**config.mk**
```make
export PLATFORM = sky130hd
export DESIGN_NAME = ysyx_040066_ifu
export DESIGN_NICKNAME = d
export VERILOG_FILES = /design/src/rtl/ysyx_040066_ifu_pkg.sv /design/src/rtl/ysyx_040066_ifu.sv
export SDC_FILE = /design/constraint.sdc
export NUM_CORES = 1
export LEC_CHECK = 0
export BUFFER_PORTS_ARGS = -buffer_cell sky130_fd_sc_hd__clkbuf_2
export CORE_MARGIN = 5
export CORE_UTILIZATION = 35
export DETAILED_ROUTE_END_ITERATION = 7
export PLACE_DENSITY = 0.65
export SYNTH_ARGS = -nofsm -noshare
export SYNTH_HDL_FRONTEND = slang
export SYNTH_SLANG_ARGS = --single-unit
```
**constraint.sdc**
```tcl
create_clock -name clk -period 3.1 [get_ports clk]
set_input_delay 0.155 -clock clk [delete_from_list [all_inputs] [get_ports clk]]
set_output_delay 0.155 -clock clk [all_outputs]
set_load 0.02 [all_outputs]
```
**src/rtl/ysyx_040066_ifu_pkg.sv**
```systemverilog
// Shared definitions for the ysyx_040066 instruction-fetch unit.
// Holds the FSM state encoding, the NOP filler and the reset PC.
package ysyx_040066_defs;

   localparam int          XLEN_DEF     = 64;
   localparam logic [63:0] RESET_PC_DEF = 64'h0000_0000_8000_0000;
   localparam logic [31:0] NOP_INST     = 32'h0000_0013;

   typedef enum logic [1:0] {
      S_REQ  = 2'd0,
      S_WAIT = 2'd1,
      S_OUT  = 2'd2
   } ifu_state_e;

   function automatic logic is_aligned(input logic [1:0] pc_lsb);
      return (pc_lsb == 2'b00);
   endfunction

endpackage

```
**src/rtl/ysyx_040066_ifu.sv**
```systemverilog
// Instruction-fetch unit: owns the PC, issues one imem fetch at a time,
// and hands {pc, inst} to ID. Redirects from EX override everything.
module ysyx_040066_ifu
   import ysyx_040066_defs::*;
#(
   parameter int              XLEN     = XLEN_DEF,
   parameter logic [XLEN-1:0] RESET_PC = RESET_PC_DEF[XLEN-1:0]
) (
   input  logic            clk,
   input  logic            rst_n,
   input  logic            redirect_valid,
   input  logic [XLEN-1:0] redirect_pc,
   output logic            imem_req_valid,
   input  logic            imem_req_ready,
   output logic [XLEN-1:0] imem_req_addr,
   input  logic            imem_resp_valid,
   input  logic [31:0]     imem_resp_data,
   output logic            if_valid,
   input  logic            if_ready,
   output logic [XLEN-1:0] if_pc,
   output logic [31:0]     if_inst,
   output logic            if_misalign
);

   localparam logic [XLEN-1:0] PC_STEP = {{(XLEN-3){1'b0}}, 3'b100};

   ifu_state_e      state_r, state_s;
   logic [XLEN-1:0] pc_r, pc_s;
   logic            drop_r, drop_s;
   logic            req_valid_r, req_valid_s;
   logic            if_valid_r, if_valid_s;
   logic [XLEN-1:0] if_pc_r, if_pc_s;
   logic [31:0]     if_inst_r, if_inst_s;
   logic            if_misalign_r, if_misalign_s;
   logic            req_fire_s;

   assign req_fire_s     = req_valid_r & imem_req_ready;
   assign imem_req_valid = req_valid_r;
   assign imem_req_addr  = pc_r;
   assign if_valid       = if_valid_r;
   assign if_pc          = if_pc_r;
   assign if_inst        = if_inst_r;
   assign if_misalign    = if_misalign_r;

   // Next-state, next-PC and output-slot logic; redirect wins in every state.
   always_comb begin
      state_s       = state_r;
      pc_s          = pc_r;
      drop_s        = drop_r;
      if_valid_s    = if_valid_r;
      if_pc_s       = if_pc_r;
      if_inst_s     = if_inst_r;
      if_misalign_s = if_misalign_r;
      case (state_r)
         S_REQ: begin
            if (redirect_valid) begin
               pc_s = redirect_pc;
               if (req_fire_s) begin
                  state_s = S_WAIT;
                  drop_s  = 1'b1;
               end else begin
                  state_s = S_REQ;
               end
            end else if (!is_aligned(pc_r[1:0])) begin
               state_s       = S_OUT;
               if_valid_s    = 1'b1;
               if_pc_s       = pc_r;
               if_inst_s     = NOP_INST;
               if_misalign_s = 1'b1;
            end else if (req_fire_s) begin
               state_s = S_WAIT;
            end else begin
               state_s = S_REQ;
            end
         end
         S_WAIT: begin
            if (redirect_valid) begin
               pc_s = redirect_pc;
               if (imem_resp_valid) begin
                  state_s = S_REQ;
                  drop_s  = 1'b0;
               end else begin
                  state_s = S_WAIT;
                  drop_s  = 1'b1;
               end
            end else if (imem_resp_valid) begin
               // A response owed to a pre-redirect request is silently consumed.
               if (drop_r) begin
                  state_s = S_REQ;
                  drop_s  = 1'b0;
               end else begin
                  state_s       = S_OUT;
                  if_valid_s    = 1'b1;
                  if_pc_s       = pc_r;
                  if_inst_s     = imem_resp_data;
                  if_misalign_s = 1'b0;
               end
            end else begin
               state_s = S_WAIT;
            end
         end
         S_OUT: begin
            if (redirect_valid) begin
               pc_s       = redirect_pc;
               if_valid_s = 1'b0;
               state_s    = S_REQ;
            end else if (if_valid_r && if_ready) begin
               pc_s       = pc_r + PC_STEP;
               if_valid_s = 1'b0;
               state_s    = S_REQ;
            end else begin
               state_s = S_OUT;
            end
         end
         default: begin
            state_s    = S_REQ;
            drop_s     = 1'b0;
            if_valid_s = 1'b0;
         end
      endcase
      // Registered request strobe keeps imem_req_valid low throughout reset.
      req_valid_s = (state_s == S_REQ) && is_aligned(pc_s[1:0]);
   end

   // State, PC, drop flag and ID-facing output registers.
   always_ff @(posedge clk or negedge rst_n) begin
      if (!rst_n) begin
         state_r       <= S_REQ;
         pc_r          <= RESET_PC;
         drop_r        <= 1'b0;
         req_valid_r   <= 1'b0;
         if_valid_r    <= 1'b0;
         if_pc_r       <= RESET_PC;
         if_inst_r     <= 32'h0000_0000;
         if_misalign_r <= 1'b0;
      end else begin
         state_r       <= state_s;
         pc_r          <= pc_s;
         drop_r        <= drop_s;
         req_valid_r   <= req_valid_s;
         if_valid_r    <= if_valid_s;
         if_pc_r       <= if_pc_s;
         if_inst_r     <= if_inst_s;
         if_misalign_r <= if_misalign_s;
      end
   end

endmodule
```
Word-level counts from Yosys, hierarchy flattened --
Index checks and enable logic that the tools add are counted.
Word-level totals: bits in registers 166, latch bits 0, memory bits (writable) 0, ROM bits 0, input port bits 102, output and inout port bits 163, logic and storage cells 81, memories kept 0
Operators by class: $add $sub $neg 1, multipliers 0, divide/modulo/power cells 0, $lt $le $gt $ge 0, equal/unequal tests 12, shift operators 0, mux-type cells 44, bitwise logic cells 2, reductions and logical operators 13
Operators with widths (count):
- $mux 64 | 8
- $pmux 64 s2 | 2
- $mux 32 | 5
- $add 64x3->64 const B | 1
- $pmux 32 s2 | 1
- $mux 1 | 17
- $mux 2 | 7
- $ne 2x2->1 const B | 7
- $reduce_and 6->1 | 2
- $logic_not 2->1 | 4
- $ne 3x3->1 const B | 2
- $pmux 1 s3 | 2
- $pmux 2 s3 | 1
- $reduce_and 4->1 | 1
- $reduce_bool 2->1 | 2
- $reduce_and 3->1 | 1
- $eq 2x1->1 const B | 1
- $eq 2x2->1 const B | 1
- $logic_and 1x1->1 | 2
- $ne 2x1->1 const B | 1
- $pmux 1 s2 | 1
- $reduce_or 2->1 | 1
- $and 1x1->1 | 1
- $not 1->1 | 1

Logic depth before layout (Yosys ltp) --
Gate-level depths: netlist (run 1).
depth in word-level cells 7, gate-level depth with buffers 9, gate-level depth less buffers 7

Worst setup path before layout (run 1) --
Ideal clock, no wire load.
path kind reg-to-reg, from register pc_r[18], in the netlist imem_req_addr[18], to register pc_r[41], in the netlist imem_req_addr[41], library setup time 78 ps, arrival 2619 ps, data required time 3022 ps, setup slack 403 ps, stages on the path, launching flop included 8, buffers on the path 1, period minus slack after synthesis 2697 ps, cell sequence dfrtp_1 -> buf_2 -> nand4_2 -> or4_4 -> or4_4 -> or4_4 -> o31ai_2 -> o21bai_1
Between the ends: word-level cells in the longest chain between the ends 4
RTL lines:
- from (decl) | RTL line ysyx_040066_ifu.sv:28 | logic [XLEN-1:0] pc_r, pc_s;
- from (signal assigned) | RTL line ysyx_040066_ifu.sv:138 | pc_r <= pc_s;
- $add 64x3->64 | RTL line ysyx_040066_ifu.sv:108 | pc_s = pc_r + PC_STEP;
- $mux 64 | RTL line ysyx_040066_ifu.sv:107 | end else if (if_valid_r && if_ready) begin
- $mux 64 | RTL line ysyx_040066_ifu.sv:103 | if (redirect_valid) begin
- $pmux 64 s2 | RTL line ysyx_040066_ifu.sv:54 | case (state_r)
No other way between the ends. The select of a mux whose other input is x is not followed. A chain may end at the register's enable or synchronous reset.

Worst setup path in the final report (run 1) --
from register pc_r[13], in the netlist imem_req_addr[13], to register pc_r[41], in the netlist imem_req_addr[41]
Same word-level chain as after synthesis.

==> results of run 1 <==
-- report_power, final --
group,leakage (uW),switching [uW],internal (uW)
logic,0.00316,2760,1320
registers,0.00211,934,2970
clock network,0.000257,934,1120
total,0.00552,4630,5400
-- per-stage QoR --
stage / total power (uW) / hold WS [ns] / worst slack, ns / std cells
floorplan: 6165 / -0.1406 / 0.4027 / 967
global placement: 7874 / 0.2116 / 0.4133 / 1503
detailed placement: 7949 / 0.2111 / 0.3608 / 1503
CTS: 10110 / 0.005753 / 0.3444 / 1605
global route: 10690 / 0.04058 / 0.1904 / 1605
finish: 10030 / 0.01947 / 0.3115 / 1606
-- kinds of logic after synthesis --
kind of cell	count (synthesis)
mux	2
flops	166
buf+inv	85
simple gates	527
compound gates	186
fa+ha+maj	1
-- final timing paths --
path	endpoint	start	slack, ns	cells after the start
max	imem_req_addr[41]	imem_req_addr[13]	0.31	6
min	imem_req_addr[3]	redirect_pc[3]	0.02	3
max reg2reg	imem_req_addr[41]	imem_req_addr[13]	0.31	6
min reg2reg	if_pc[31]	if_pc[31]	0.46	2
max in group asynchronous	imem_req_addr[47]	rst_n	1.95	3
min in group asynchronous	if_inst[25]	rst_n	0.29	2
-- per-layer routing --
layer  wire length (um)  up-vias  part of all wire, %  track usage (%)
met4                459        2                  1.5            4.842
li1                   -     4004                    -                -
met3               2676       40                  8.7            5.669
met2              13960      394                   46            35.83
met5                 11        -                0.036                0
met1              13500     4095                   44            31.88
-- area by class of cell --
class                   count  area, um2  share of cell area, %
multi-input cells         716       3696                  33.22
inverters                  20      75.07                 0.6748
clock inverters            13      125.1                  1.125
repair buffers            358       2246                  20.19
clock buffers              19      432.9                  3.891
flip-flops and latches    166       4156                  37.36
well taps                 313      391.6                  3.520
diodes                      1      2.502                0.02249
-- registers in the layout, summed over array words and instances (netlist names) --
register / flops
imem_req_addr: 64
if_inst: 32
if_valid: 1
if_misalign: 1
imem_req_valid: 1
drop_r: 1
state_r: 2
if_pc: 64
-- cells in the final DEF, fill, tap and decap left out, types with 21 or more instances in the layout --
master / synthesis / final
dfrtp_1: 164 / 164
clkbuf_2: 1 / 263
nand4_1: 23 / 23
nand2_1: 298 / 298
o21ai_0: 74 / 74
buf_4: 1 / 21
nand3_1: 63 / 63
nor2_1: 40 / 39
dlygate4sd3_1: 0 / 70
a21oi_1: 30 / 29
-- worst reg2reg max path: cells and delay by family (launching register included) --
kind            cells  cell delay [ns]
compound gates      2             0.30
flops               1             0.53
simple gates        4             1.88
==> flow_summary.ini, run 1 <==
[logic_synthesis]
yosysTopAreaCell = dfrtp_1
synth_warnings = 0
ys_seq_elements = 166
yosys.area_share.simple_pct = 30.00
syn_nets = 1070
synth-edff-count = 0
yosysMostFrequentCell = nand2_1
synth_common_cells = nand2_1 (298), dfrtp_1 (164), o21ai_0 (74), nand3_1 (63), clkbuf_1 (58)
synth_top_area_share_pct = 50.38
postSynthAreaPerCell_um2 = 8.423
synth_fa_ha_area_share_pct = 0.1536
synth_top_family_by_area = simple AND/OR/NAND/NOR gates
seq_area_frac_synth_pct = 51.03
synth-compound-area-share_pct = 14.53
synthMuxAreaShare_pct = 0.2611
synth.distinct_cells = 60
synth.area.top_cells = dfrtp_1 (50%), nand2_1 (14%), o21ai_0 (4.5%)
syn_inst = 967
synth_ff_type = dfrtp_1
synthesis.area_um2 = 8145
synth_xor_area_share_pct = 0
synthArstFlopShare_pct = 100.0

[die]
fp.dieW_um = 162.6
initial_core_util_pct = 35.76
dieArea_um2 = 26420
core-area_um2 = 22780
rows = 55
pin_count = 265
die-height_um = 162.6

[sta]
finalCriticalPeriod_ns = 2.789
tightestPinTransition_ns = 0.8036
fin_skew_ns = 0.01295
rsz0062_at_grt = no
final-max-slew-violation-count = 0
tns_ns = 0
maxClockFrequency_ghz = 0.3586
period_share_pct = 89.95
finalHoldViolations = 0
finalSetupViolCount = 0
relSlewSlack_pct = 45.93

[power_and_ir_drop]
power.leakage_uw = 0.005524
peakVddDrop_mv = 0.4211
p_per_area_nw_per_um2 = 901.5

[clock_network]
numCtsBuffers = 17
cts_tree = built
h-tree-depth = 4
clock_latency_ns = 0.43
cts_resized = 0
cts_setup_buffers = 0
root_buffer = clkbuf_16
cts_sinks = 166
hold_buffers = 70
cts_buffer_depth = 2
clk_pin_slew_ns = 0.07

[worst_setup_path]
worstPathCellList = nand4_2, or4_4, or4_4, or4_4, o31ai_2, o21bai_1
start_kind = flop
slowest_stage = or4_4
endpoint_kind = flop
crit_top_cell = or4_4
cp_max_fo = 10
cp_slowest_stage_delay_ns = 0.57
cp.buffers_inverters = 0
crit_family = simple AND/OR/NAND/NOR gates
crit_arrival_ns = 3.14
crit_required_ns = 3.46
crit_type = flop to flop

[final_layout]
drive_gt1_share_pct = 26.24
fin_util_pct = 48.84
fillCellCount = 2200
nets = 1382
area_growth_syn_to_layout_pct = 36.59
design_area_um2 = 11130

[drt]
wl_um = 30610
viasPerCell = 5.314
antenna_left = 0
vias = 8535
wire_per_inst_um = 19.06
drtIter0Drc = 932
drc = 0
firstDrtPassIters = 5

[global_routing]
grt_pass1_wl_um = 47490
grt_util_all_layers_pct = 22.71
grt_max_degree = 84
antenna_found_initial = 1
grt_pass1_vias = 8367
grt_overflow_total = 0

[place]
gp_congestion = 0.9056
port_buffers = 264
place_hpwl_um = 21640
placed_cell_area_um2 = 9864

[min_path]
hold_path.class = input port to flop

[run_status]
status = finished, final reports clean

[job]
maxCapViolCount = 0
(Power assumes the default switching activity.)
==> inputs of run 2 (changes only) <==
- CELL_PAD_IN_SITES_DETAIL_PLACEMENT: unset -> 0
- CELL_PAD_IN_SITES_GLOBAL_PLACEMENT: unset -> 1
- PLACE_DENSITY: 0.65 -> 0.83
==> run 2 against run 1 <==
Effect of this change: power down 0.18%; maximum frequency down 0.53%; register-to-register slack about the same; sequential share of layout area about the same; sequential cell count unchanged.
==> flow_summary.ini, run 2 (synthesis gave the netlist of run 1 again) <==
[run_status]
status = finished, final reports clean

[sta]
tns_ns = 0
finalSetupViolCount = 0
relSlewSlack_pct = 49.40
maxClockFrequency_ghz = 0.3567
fin_skew_ns = 0.01070
finalCriticalPeriod_ns = 2.803
rsz0062_at_grt = no
tightestPinTransition_ns = 0.7556
period_share_pct = 90.43
finalHoldViolations = 0
final-max-slew-violation-count = 0

[clock_network]
clk_pin_slew_ns = 0.07
clock_latency_ns = 0.43
numCtsBuffers = 17
cts_buffer_depth = 2
h-tree-depth = 4
root_buffer = clkbuf_16
cts_tree = built
cts_sinks = 166
cts_setup_buffers = 0

[drt]
drtIter0Drc = 785
wire_per_inst_um = 19.19
antenna_left = 0
vias = 8609
wl_um = 30820
viasPerCell = 5.361
firstDrtPassIters = 5
drc = 0

[job]
maxCapViolCount = 0

[power_and_ir_drop]
clkPwrFrac_pct = 20.5
p_per_area_nw_per_um2 = 900.8
power_frac_seq_pct = 38.9
switching_share_pct = 46.64
power_frac_comb_pct = 40.5
fin_total_pwr_uw = 10010
internal_power_uw = 5342
switchingPower_uw = 4670
power.leakage_uw = 0.005531
peakVddDrop_mv = 0.5326

[worst_setup_path]
worstPathCellList = nand4_2, or4_4, or4_4, or4_4, o31ai_2, o21bai_1
endpoint_kind = flop
critPathLaunch = imem_req_addr[13]
r2r_start = imem_req_addr[13]
cp.buffers_inverters = 0
start_kind = flop
rrSetupSlack_ns = 0.30
crit_path_end = imem_req_addr[41]
cp.depth = 6
crit_top_cell = or4_4
cp_max_fo = 10
slowest_stage = or4_4
crit_family = simple AND/OR/NAND/NOR gates
crit_type = flop to flop
r2r_cells = 6
crit_arrival_ns = 3.15
worstReg2RegEnd = imem_req_addr[41]
cp_slowest_stage_delay_ns = 0.56
crit_required_ns = 3.45

[global_routing]
grt_util_all_layers_pct = 23.01
grt_pass1_wl_um = 48310
grt_overflow_total = 0
antenna_found_initial = 0
grt_pass1_vias = 8593
grt_max_degree = 80

[final_layout]
diodes = 0
fillCellCount = 2224
layout_commonest_cell = nand2_1
layout_common_cells = nand2_1 (298), clkbuf_2 (263), dfrtp_1 (164)
area_growth_syn_to_layout_pct = 36.45
multiInputGateArea_um2 = 3696
nets = 1383
drive_gt1_share_pct = 26.45
register_area_um2 = 4156

[place]
port_buffers = 264
place_hpwl_um = 21660
gp_congestion = 0.8874

[die]
fp.dieW_um = 162.6
die-height_um = 162.6
pin_count = 265
initial_core_util_pct = 35.76
core-area_um2 = 22780
dieArea_um2 = 26420
rows = 55

[min_path]
min-delay-start = redirect_pc[3]
hold_path.class = input port to flop
hold_depth = 3
==> run 2: cell types whose count changed in the layout (fill, tap and decap cells not counted) <==
cell / previous run / this run
inv_8: 0 / 2
clkinv_4: 3 / 1
clkbuf_8: 0 / 1
clkinvlp_4: 5 / 4
clkbuf_1: 2 / 0
diode_2: 1 / 0
bufinv_16: 1 / 0
buf_12: 3 / 2
inv_6: 3 / 5
clkinv_2: 1 / 2
buf_4: 21 / 23
==> run 2: worst min path at each step <==
stage / to / slack [ns]
5_1_grt: imem_req_addr[3] / 0.03
6_report: imem_req_addr[3] / 0.009
3_3_place_gp: if_inst[21] / 0.26
3_5_place_dp: if_inst[21] / 0.26
2_1_floorplan: drop_r / -0.14
4_1_cts: imem_req_addr[3] / 0.004
==> run 2: routing by layer <==
metal / GRT usage (%) / vias to the layer above / routed length (um)
li1: - / 4017 / -
met1: 31.51 / 4169 / 13600
met2: 35.98 / 382 / 13890
met3: 5.568 / 41 / 2611
met4: 7.663 / 0 / 717
met5: 0 / - / 0
==> run 2: power groups by stage <==
| stage | clock (uW) | sequential [uW] | combinational (uW) |
|---|---|---|---|
| 4_1_cts | 2100 | 3880 | 4110 |
| 5_1_grt | 2190 | 4030 | 4450 |
| 3_5_place_dp | 0 | 3910 | 4020 |
| 2_1_floorplan | 0 | 4620 | 1550 |
| 6_report | 2060 | 3900 | 4060 |
| 3_3_place_gp | 0 | 3880 | 4000 |
==> run 2: area by class of cell <==
cell class / count / share of cell area [%]
Clock buffer: 18 / 3.951
Clock inverter: 14 / 1.036
Inverter: 20 / 0.6754
Multi-Input combinational cell: 716 / 33.25
Sequential cell: 166 / 37.40
Tap cell: 313 / 3.524
Timing Repair Buffer: 359 / 20.16
==> run 2: worst min-delay path, cell delays in order <==
cell and delay (ns):
clkbuf_2 0.09, a221oi_1 0.07, nor2_1 0.08
==> run 2: stage by stage <==
step / utilization (%) / instance area (um2) / instances / hold WS, ns / worst slack [ns]
2_1_floorplan: - / 8145 / 967 / -0.1406 / 0.4027
3_3_place_gp: 43.28 / 9859 / 1504 / 0.2630 / 0.3859
3_5_place_dp: 43.28 / 9859 / 1504 / 0.2603 / 0.3381
4_1_cts: 48.79 / 11110 / 1606 / 0.004280 / 0.3223
5_1_grt: 48.79 / 11110 / 1606 / 0.03079 / 0.1991
6_report: 48.79 / 11110 / 1606 / 0.008969 / 0.2966
==> run 2: what timing repair did <==
item                                   CTS  global route
hold buffers                            70             0
endpoints found under the hold margin  143             0
resized for setup                        0             0
==> inputs of run 3 (changes only) <==
- CORE_UTILIZATION: 35 -> 25
- HOLD_SLACK_MARGIN: unset -> 0.06
- PLACE_DENSITY: 0.83 -> 0.64
==> run 3 against run 2 <==
Effect of this change: clock-buffer cell count fell by 1; via count fell by 0.93%; power rose by 3.4%; core utilization fell by 13 points; critical path depth did not move; die area rose by 37%; critical endpoint unchanged; highest routed layer unchanged.
==> flow_summary.ini, run 3 (synthesis gave the netlist of run 1 again) <==
[global_routing]
grt_pass1_wl_um = 51780
antenna_found_initial = 1
grt_util_all_layers_pct = 18.37
grt_max_degree = 80
grt_overflow_total = 0
grt_pass1_vias = 8522

[worst_setup_path]
endpoint_kind = flop
start_kind = flop
crit_required_ns = 3.41
crit_arrival_ns = 3.06
cp_max_fo = 7
r2r_cells = 6
crit_type = flop to flop

[drt]
antenna_left = 0
vias = 8529
viasPerCell = 4.824
firstDrtPassIters = 5
wire_per_inst_um = 19.19
wl_um = 33930
drtIter0Drc = 588
drc = 0

[place]
port_buffers = 264
place_ws_ns = 0.3812
place_hpwl_um = 24310
dpl.cell_count = 1639
gp_congestion = 0.8901

[sta]
tightestPinTransition_ns = 0.7768
finalCriticalPeriod_ns = 2.748
finalHoldViolations = 0
fin_skew_ns = 0.02230
rsz0062_at_grt = no
maxClockFrequency_ghz = 0.3639
finalSetupViolCount = 0
tns_ns = 0
worst_slack_ns = 0.3521
relSlewSlack_pct = 47.98
final-max-slew-violation-count = 0
period_share_pct = 88.64

[die]
pin_count = 265
die-height_um = 190.5
fp.dieW_um = 190.5
dieArea_um2 = 36290
initial_core_util_pct = 25.16
core-area_um2 = 32370
rows = 66

[power_and_ir_drop]
power_frac_seq_pct = 37.8
internal_power_uw = 5565
p_per_area_nw_per_um2 = 887.9
clkPwrFrac_pct = 21.6
switching_share_pct = 46.23
peakVddDrop_mv = 0.4173
switchingPower_uw = 4785
fin_total_pwr_uw = 10350
power.leakage_uw = 0.005712
power_frac_comb_pct = 40.6

[final_layout]
fillCellCount = 3447
drive_gt1_share_pct = 26.28
layout_commonest_cell = nand2_1
area_growth_syn_to_layout_pct = 43.12
nets = 1414
final_cells = 1768
fin_util_pct = 36.01
layout_common_cells = nand2_1 (298), clkbuf_2 (263), dfrtp_1 (164)

[clock_network]
root_buffer = clkbuf_16
cts_buffer_depth = 2
clock_latency_ns = 0.44
h-tree-depth = 4
clk_pin_slew_ns = 0.08
cts_sinks = 166
numCtsBuffers = 17
cts_tree = built

[min_path]
hold_depth = 4
hold_path.class = input port to flop

[job]
maxCapViolCount = 0

[run_status]
status = finished, final reports clean
run 3: cell count changes in the layout (fill, tap and decap cells not counted), sizes merged:
cell | before | now
dlygate4sd3 | 70 | 95
buf | 26 | 31
inv | 27 | 26
bufinv | 0 | 2
clkinv | 3 | 7
clkinvlp | 4 | 0
diode | 0 | 2
run 3: stage by stage:
step           hold slack [ns]  cell area [um2]
2_1_floorplan          -0.1406             8145
3_3_place_gp            0.2100            10110
3_5_place_dp            0.2045            10110
4_1_cts                0.06250            11650
5_1_grt                0.06901            11650
6_report               0.08236            11660
run 3: timing repair:
action                                  CTS  global route
setup buffers                             0             0
gates resized for setup                   0             0
endpoints found under the setup margin    0             0
hold buffers                             95             0
endpoints found under the hold margin   160             0
run 3: worst paths after layout:
kind                              startpoint                 to  slack (ns)
max in group asynchronous              rst_n         if_inst[8]        1.94
setup / recovery           imem_req_addr[15]  imem_req_addr[41]        0.35
setup reg to reg           imem_req_addr[15]  imem_req_addr[41]        0.35
hold reg to reg                  if_inst[13]        if_inst[13]        0.47
min in group asynchronous              rst_n        if_inst[19]        0.29
hold / removal               redirect_pc[18]  imem_req_addr[18]        0.08
run 3: cell type report:
| cell class | instances | area [um2] | share of cell area, % |
|---|---|---|---|
| Tap cell | 442 | 553.0 | 4.744 |
| Clock buffer | 17 | 425.4 | 3.649 |
| Timing Repair Buffer | 390 | 2576 | 22.10 |
| Clock inverter | 15 | 170.2 | 1.460 |
| Multi-Input combinational cell | 716 | 3696 | 31.71 |
| Inverter | 20 | 75.07 | 0.6440 |
| Sequential cell | 166 | 4156 | 35.66 |
| Antenna cell | 2 | 5.005 | 0.04293 |
run 3: worst max-delay path, cell delays in order (launching register included):
cell	delay, ns
dfrtp_1	0.48
nand4_2	0.24
or4_4	0.56
or4_4	0.55
or4_4	0.54
a21oi_1	0.18
o21bai_1	0.07
run 3: power groups by stage:
stage / sequential (uW) / clock (uW) / combinational, uW
finish: 3910 / 2240 / 4200
floorplan: 4620 / 0 / 1550
CTS: 3910 / 2300 / 4290
global route: 4060 / 2380 / 4610
global placement: 3910 / 0 / 4180
detailed placement: 3950 / 0 / 4180
run 3: layer usage:
layer,global-route usage (%),routed length [um]
met1,25.50,15790
met2,29.20,15470
met3,4.248,2163
met4,4.420,514
met5,0,0
